File: src/rtl/hazard_scoreboard.sv
// Hazard scoreboard for an in-order pipeline with a multicycle mul/div unit.
// Tracks per-register result countdowns, detects RAW/WAW/structural/load-use
// and branch-operand hazards in ID, and drives the pipeline stall/flush controls.
module hazard_scoreboard #(
    parameter int REG_AW   = 5,
    parameter int MUL_LAT  = 4,
    parameter int STALL_CW = 16
) (
    input  logic                clock,
    input  logic                reset,
    input  logic                id_valid,
    input  logic [REG_AW-1:0]   id_rs,
    input  logic [REG_AW-1:0]   id_rt,
    input  logic                id_use_rs,
    input  logic                id_use_rt,
    input  logic [REG_AW-1:0]   id_dest,
    input  logic                id_regwrite,
    input  logic                id_is_mul,
    input  logic                id_is_branch,
    input  logic                idex_memread,
    input  logic                idex_regwrite,
    input  logic [REG_AW-1:0]   idex_rd,
    input  logic                exmem_memread,
    input  logic [REG_AW-1:0]   exmem_rd,
    input  logic                branch_taken,
    input  logic                jump,
    output logic                pc_write,
    output logic                ifid_write,
    output logic                bubble_idex,
    output logic                flush_ifid,
    output logic                mul_busy,
    output logic [STALL_CW-1:0] stall_cycles
);

    localparam int NREG = 1 << REG_AW;
    localparam int SBW  = $clog2(MUL_LAT + 1);
    localparam logic [SBW-1:0]      SB_LOAD   = SBW'(MUL_LAT);
    localparam logic [SBW-1:0]      BUSY_LOAD = SBW'(MUL_LAT - 1);
    localparam logic [SBW-1:0]      SB_ONE    = SBW'(1);
    localparam logic [STALL_CW-1:0] CNT_ONE   = STALL_CW'(1);

    logic [SBW-1:0]      sb_r [NREG];
    logic [SBW-1:0]      busy_cnt_r;
    logic [STALL_CW-1:0] stall_cycles_r;

    logic raw_s, waw_s, struct_s, load_use_s, br_ex_s, br_mem_s;
    logic stall_s, mul_issue_s, sb_load_s;

    // A producer register rd feeds the ID instruction if it is nonzero and matches a used source.
    function automatic logic src_hit(input logic [REG_AW-1:0] rd,
                                     input logic [REG_AW-1:0] rs,
                                     input logic [REG_AW-1:0] rt,
                                     input logic              use_rs,
                                     input logic              use_rt);
        return (rd != '0) && ((use_rs && (rd == rs)) || (use_rt && (rd == rt)));
    endfunction

    // Hazard detection; sb==1 means the result is forwarded next cycle, so only >1 stalls.
    always_comb begin
        raw_s      = 1'b0;
        waw_s      = 1'b0;
        struct_s   = 1'b0;
        load_use_s = 1'b0;
        br_ex_s    = 1'b0;
        br_mem_s   = 1'b0;
        raw_s      = (id_use_rs && (sb_r[id_rs] > SB_ONE)) ||
                     (id_use_rt && (sb_r[id_rt] > SB_ONE));
        waw_s      = id_regwrite && (id_dest != '0) && (sb_r[id_dest] != '0);
        struct_s   = id_is_mul && mul_busy;
        load_use_s = idex_memread && src_hit(idex_rd, id_rs, id_rt, id_use_rs, id_use_rt);
        br_ex_s    = id_is_branch && idex_regwrite &&
                     src_hit(idex_rd, id_rs, id_rt, id_use_rs, id_use_rt);
        br_mem_s   = id_is_branch && exmem_memread &&
                     src_hit(exmem_rd, id_rs, id_rt, id_use_rs, id_use_rt);
    end

    assign stall_s     = id_valid && (raw_s || waw_s || struct_s || load_use_s || br_ex_s || br_mem_s);
    assign mul_issue_s = id_valid && !stall_s && id_is_mul;
    assign sb_load_s   = mul_issue_s && id_regwrite && (id_dest != '0);
    assign mul_busy    = (busy_cnt_r != '0);
    assign stall_cycles = stall_cycles_r;

    // Pipeline control: stall overrides any redirect; a redirect flushes the fetched instruction.
    always_comb begin
        pc_write    = 1'b1;
        ifid_write  = 1'b1;
        bubble_idex = 1'b0;
        flush_ifid  = 1'b0;
        if (stall_s) begin
            pc_write    = 1'b0;
            ifid_write  = 1'b0;
            bubble_idex = 1'b1;
        end else if (branch_taken || jump) begin
            flush_ifid  = 1'b1;
        end else begin
            flush_ifid  = 1'b0;
        end
    end

    // Per-register result countdown; a new issue reloads ahead of the decrement, r0 never pends.
    always_ff @(posedge clock or negedge reset) begin
        if (!reset) begin
            for (int r = 0; r < NREG; r++) sb_r[r] <= '0;
        end else begin
            for (int r = 0; r < NREG; r++) begin
                if (r == 0) begin
                    sb_r[r] <= '0;
                end else if (sb_load_s && (id_dest == REG_AW'(r))) begin
                    sb_r[r] <= SB_LOAD;
                end else if (sb_r[r] != '0) begin
                    sb_r[r] <= sb_r[r] - SB_ONE;
                end else begin
                    sb_r[r] <= sb_r[r];
                end
            end
        end
    end

    // Multicycle unit occupancy, loaded on every mul issue regardless of destination.
    always_ff @(posedge clock or negedge reset) begin
        if (!reset) begin
            busy_cnt_r <= '0;
        end else if (mul_issue_s) begin
            busy_cnt_r <= BUSY_LOAD;
        end else if (busy_cnt_r != '0) begin
            busy_cnt_r <= busy_cnt_r - SB_ONE;
        end else begin
            busy_cnt_r <= busy_cnt_r;
        end
    end

    // Saturating count of stalled cycles.
    always_ff @(posedge clock or negedge reset) begin
        if (!reset) begin
            stall_cycles_r <= '0;
        end else if (stall_s && (stall_cycles_r != '1)) begin
            stall_cycles_r <= stall_cycles_r + CNT_ONE;
        end else begin
            stall_cycles_r <= stall_cycles_r;
        end
    end

endmodule

File: config.mk
export PLATFORM = sky130hd
export DESIGN_NAME = hazard_scoreboard
export DESIGN_NICKNAME = d
export VERILOG_FILES = /design/src/rtl/hazard_scoreboard.sv
export SDC_FILE = /design/constraint.sdc
export NUM_CORES = 1
export LEC_CHECK = 0
export BUFFER_PORTS_ARGS = -buffer_cell sky130_fd_sc_hd__clkbuf_2
export CORE_ASPECT_RATIO = 1.2
export CORE_MARGIN = 10
export CORE_UTILIZATION = 50
export DETAILED_ROUTE_END_ITERATION = 7
export GPL_TIMING_DRIVEN = 0
export PLACE_DENSITY = 0.68
export SLEW_MARGIN = 20
export SYNTH_ARGS = -nofsm -noshare
export SYNTH_HDL_FRONTEND = slang
export SYNTH_SLANG_ARGS = --single-unit
File: constraint.sdc
create_clock -name clock -period 6.67 [get_ports clock]
set_input_delay 1.6675 -clock clock [delete_from_list [all_inputs] [get_ports clock]]
set_output_delay 1.6675 -clock clock [all_outputs]
set_load 0.01 [all_outputs]
==> run_results.csv <==
group,metric,value,unit
cts,clock-sinks,112,
synth,synthMuxAreaShare,0.0873,
synth,ys_async_sr_fraction,1.00,
cts,numCtsBuffers,9,
timing,max_slew.worst_pin.slew,1.08,ns
cts,cts_buffer_depth,2,
timing,max_freq,0.165,GHz
global_route,antenna_found_initial,0,
routing,via_per_inst,5.65,
finish,antennaDiodeCount,0,
worst_setup_path,r2r_start,"sb_r[88]$_DFFE_PN0P_",
routing,wl,19200,um
timing,whs,0.492,ns
cts,insertion_delay,0.38,ns
routing,route.detailed.drc,0,
synth,synth.top_cell.area_share,0.362,
timing,fin_crit,6.07,ns
power,leakagePower,0.00411,uW
finish,area_growth_syn_to_layout,11.3,%
synth,ys_seq_elements,112,
timing,setup_viol,0,
cts,clk_pin_slew,0.08,ns
worst_setup_path,slowest_delay,0.48,ns
synth,synth_warnings,0,
worst_setup_path,start_kind,"input pin",
global_route,grt_usage,0.186,
power,power.density,454,nW/um^2
routing,drt_pass1_iterations,5,
cts,cts_max_level,3,
worst_setup_path,cp_data_arrival_time,4.40,ns
synth,synth_top_family_by_area,"simple AND/OR/NAND/NOR gates",
worst_setup_path,critPathKind,"in2out",
synth,ys_seq_area_frac,0.362,
flow_run,maxCapViolations,0,
timing,timing.final.ws_setup,0.604,ns
synth,synth-xor-area-share,0.0746,
worst_setup_path,crit_family,"buffers and inverters",
worst_hold_path,min_from,"stall_cycles[8]$_DFFE_PN0P_",
placed_design,dpl.hpwl,14200,um
cts,post_cts.repair.setup_buffers,0,
timing,skew,0.0119,ns
synth,synthSimpleGateAreaFrac,0.171,
global_route,grt_overflow_total,0,
cts,cts_root_buffer,"clkbuf_16",
synth,synth_area_per_cell,9.36,um^2
timing,finalCritPeriodShare,0.910,
timing,rsz0062_at_grt,"false",
placed_design,gp_congestion,0.893,
placed_design,post-place-ws,0.647,ns
synth,synth-edff-count,0,
routing,antenna_left,0,
die,die_w,134,um
outcome,run_status,"complete, no violations",
synth,synth.area.top_cells,"dfrtp_1, ha_1, a21oi_1",
synth,synth.distinct_cells,58,
finish,nets,992,
finish,final_cell_mix,"dfrtp_1, nor2_1, a21oi_1",
timing,timing_hold_violations_final,0,
finish,layout_commonest_cell,"dfrtp_1",
finish,drive_gt1_frac,0.158,
synth,postSynthCellCount,828,
synth,synth_top_area_cell,"dfrtp_1",
worst_setup_path,crit_buf_inv,7,
cts,cts_tree,"built",
die,die_h,156,um
timing,final.setup.tns,0,ns
timing,relSlewSlack,0.274,
worst_setup_path,slowest_stage,"a311oi_1",
finish,register_area,2800,um^2
timing,slew_viol_final,0,
worst_setup_path,crit_start,"id_dest[0]",
cts,cts_hold_buf,0,
cts,cts_resized,0,
die,start_util,0.514,
die,io_pins,59,
synth,synth_nets,931,
routing,drt_iter0_drc,478,
die,rows,49,
worst_hold_path,hold_class,"reg2reg",
worst_setup_path,cp.required,5.00,ns
synth,yosys_most_used_dff,"dfrtp_1",
synth,synth_compound_gate_area_share,0.140,
global_route,grt_start_max_net_pins,69,
die,core_area,15100,um^2
placed_design,portBuffers,49,
synth,syn_area,7750,um^2
routing,vias,6209,
power,ir_worst_vdd,186,uV
finish,fillers,1352,
die,dieArea,20900,um^2
worst_setup_path,endpoint_kind,"output port",
finish,multi_input_area,4480,um^2
global_route,grt_pass1_vias,6191,
worst_setup_path,path_cells,"buf_2 -> buf_2 -> a31oi_1 -> a311oi_1 -> nand4_1 -> and3_1 -> nor3_4 -> buf_6 -> buf_6 -> nor2b_1 -> inv_1 -> buf_4 -> clkbuf_2",
synth,synth_adder_area_share,0.105,
global_route,grt_pass1_wl,31300,um
worst_setup_path,worstPathMaxFanout,10,
routing,routedWlPerCell,17.5,um
worst paths after layout:
kind                       cells after the start  slack [ns]                      endpoint
min in group asynchronous                      1        1.21  stall_cycles[15]$_DFFE_PN0P_
max in group asynchronous                      2        4.77          sb_r[70]$_DFFE_PN0P_
hold / removal                                 1        0.49   stall_cycles[8]$_DFFE_PN0P_
setup / recovery                              13        0.60                      pc_write
hold reg to reg                                1        0.49   stall_cycles[8]$_DFFE_PN0P_
setup reg to reg                              10        3.65          sb_r[88]$_DFFE_PN0P_
per-layer routing:
layer	global-route usage	wire length [um]
met1	0.230	8300
met2	0.314	9400
met3	0.0346	1060
met4	0.0747	446
met5	0	0
registers in the layout (all words and copies together), names as in the netlist:
name / count
stall_cycles: 16
sb_r: 93
busy_cnt_r: 3
layout make-up:
type                            instances  area share
Multi-Input combinational cell        609       0.520
Sequential cell                       112       0.325
Timing Repair Buffer                   50      0.0326
Inverter                               70      0.0305
Tap cell                              204      0.0296
Clock buffer                            9      0.0261
Buffer                                 37      0.0236
Clock inverter                          7      0.0129
synthesized netlist by cell type, drive strengths merged, types with 9 or more instances:
cell type and n:
nor2 100, clkbuf 16, dfrtp 112, nor4 20, nand3 9, mux2 27, o31ai 10, a21oi 89
xor2 30, a31oi 12, nor3 27, a21o 24, buf 21, xnor2 36, nand2 28, mux4 13
nor2b 37, ha 65, inv 70
where the power goes:
group / switching [uW] / internal (uW)
Combinational: 1010 / 959
Sequential: 297 / 1020
Clock: 280 / 337
Total: 1590 / 2320
kinds of logic after synthesis:
logic type | after synthesis
AOI/OAI and AO/OA | 173
xor gates and xnor gates | 66
adders and majority gates | 65
buffers and inverters | 107
DFF | 112
muxes | 48
and+or+nand+nor | 257
metrics by stage:
step           cell area [um^2]  utilization  cells  power, uW
6_report                   8620        0.572   1098       3910
5_1_grt                    8620        0.572   1098       4290
4_1_cts                    8620        0.572   1098       3930
3_5_place_dp               8290        0.550   1082       3290
3_3_place_gp               8250        0.547   1081       3210
2_1_floorplan              7750            -    828       2850
worst register-to-register path, cell delays in order, from the launching register on:
cell      delay [ns]
dfrtp_1         0.41
nor4_1          0.35
a31oi_1         0.11
a311oi_1        0.48
nand4_1         0.20
and3_1          0.26
nor3_4          0.29
buf_6           0.20
and3_1          0.15
clkbuf_1        0.27
a31oi_1         0.15
Note: power is estimated with default switching activity, not from simulation.
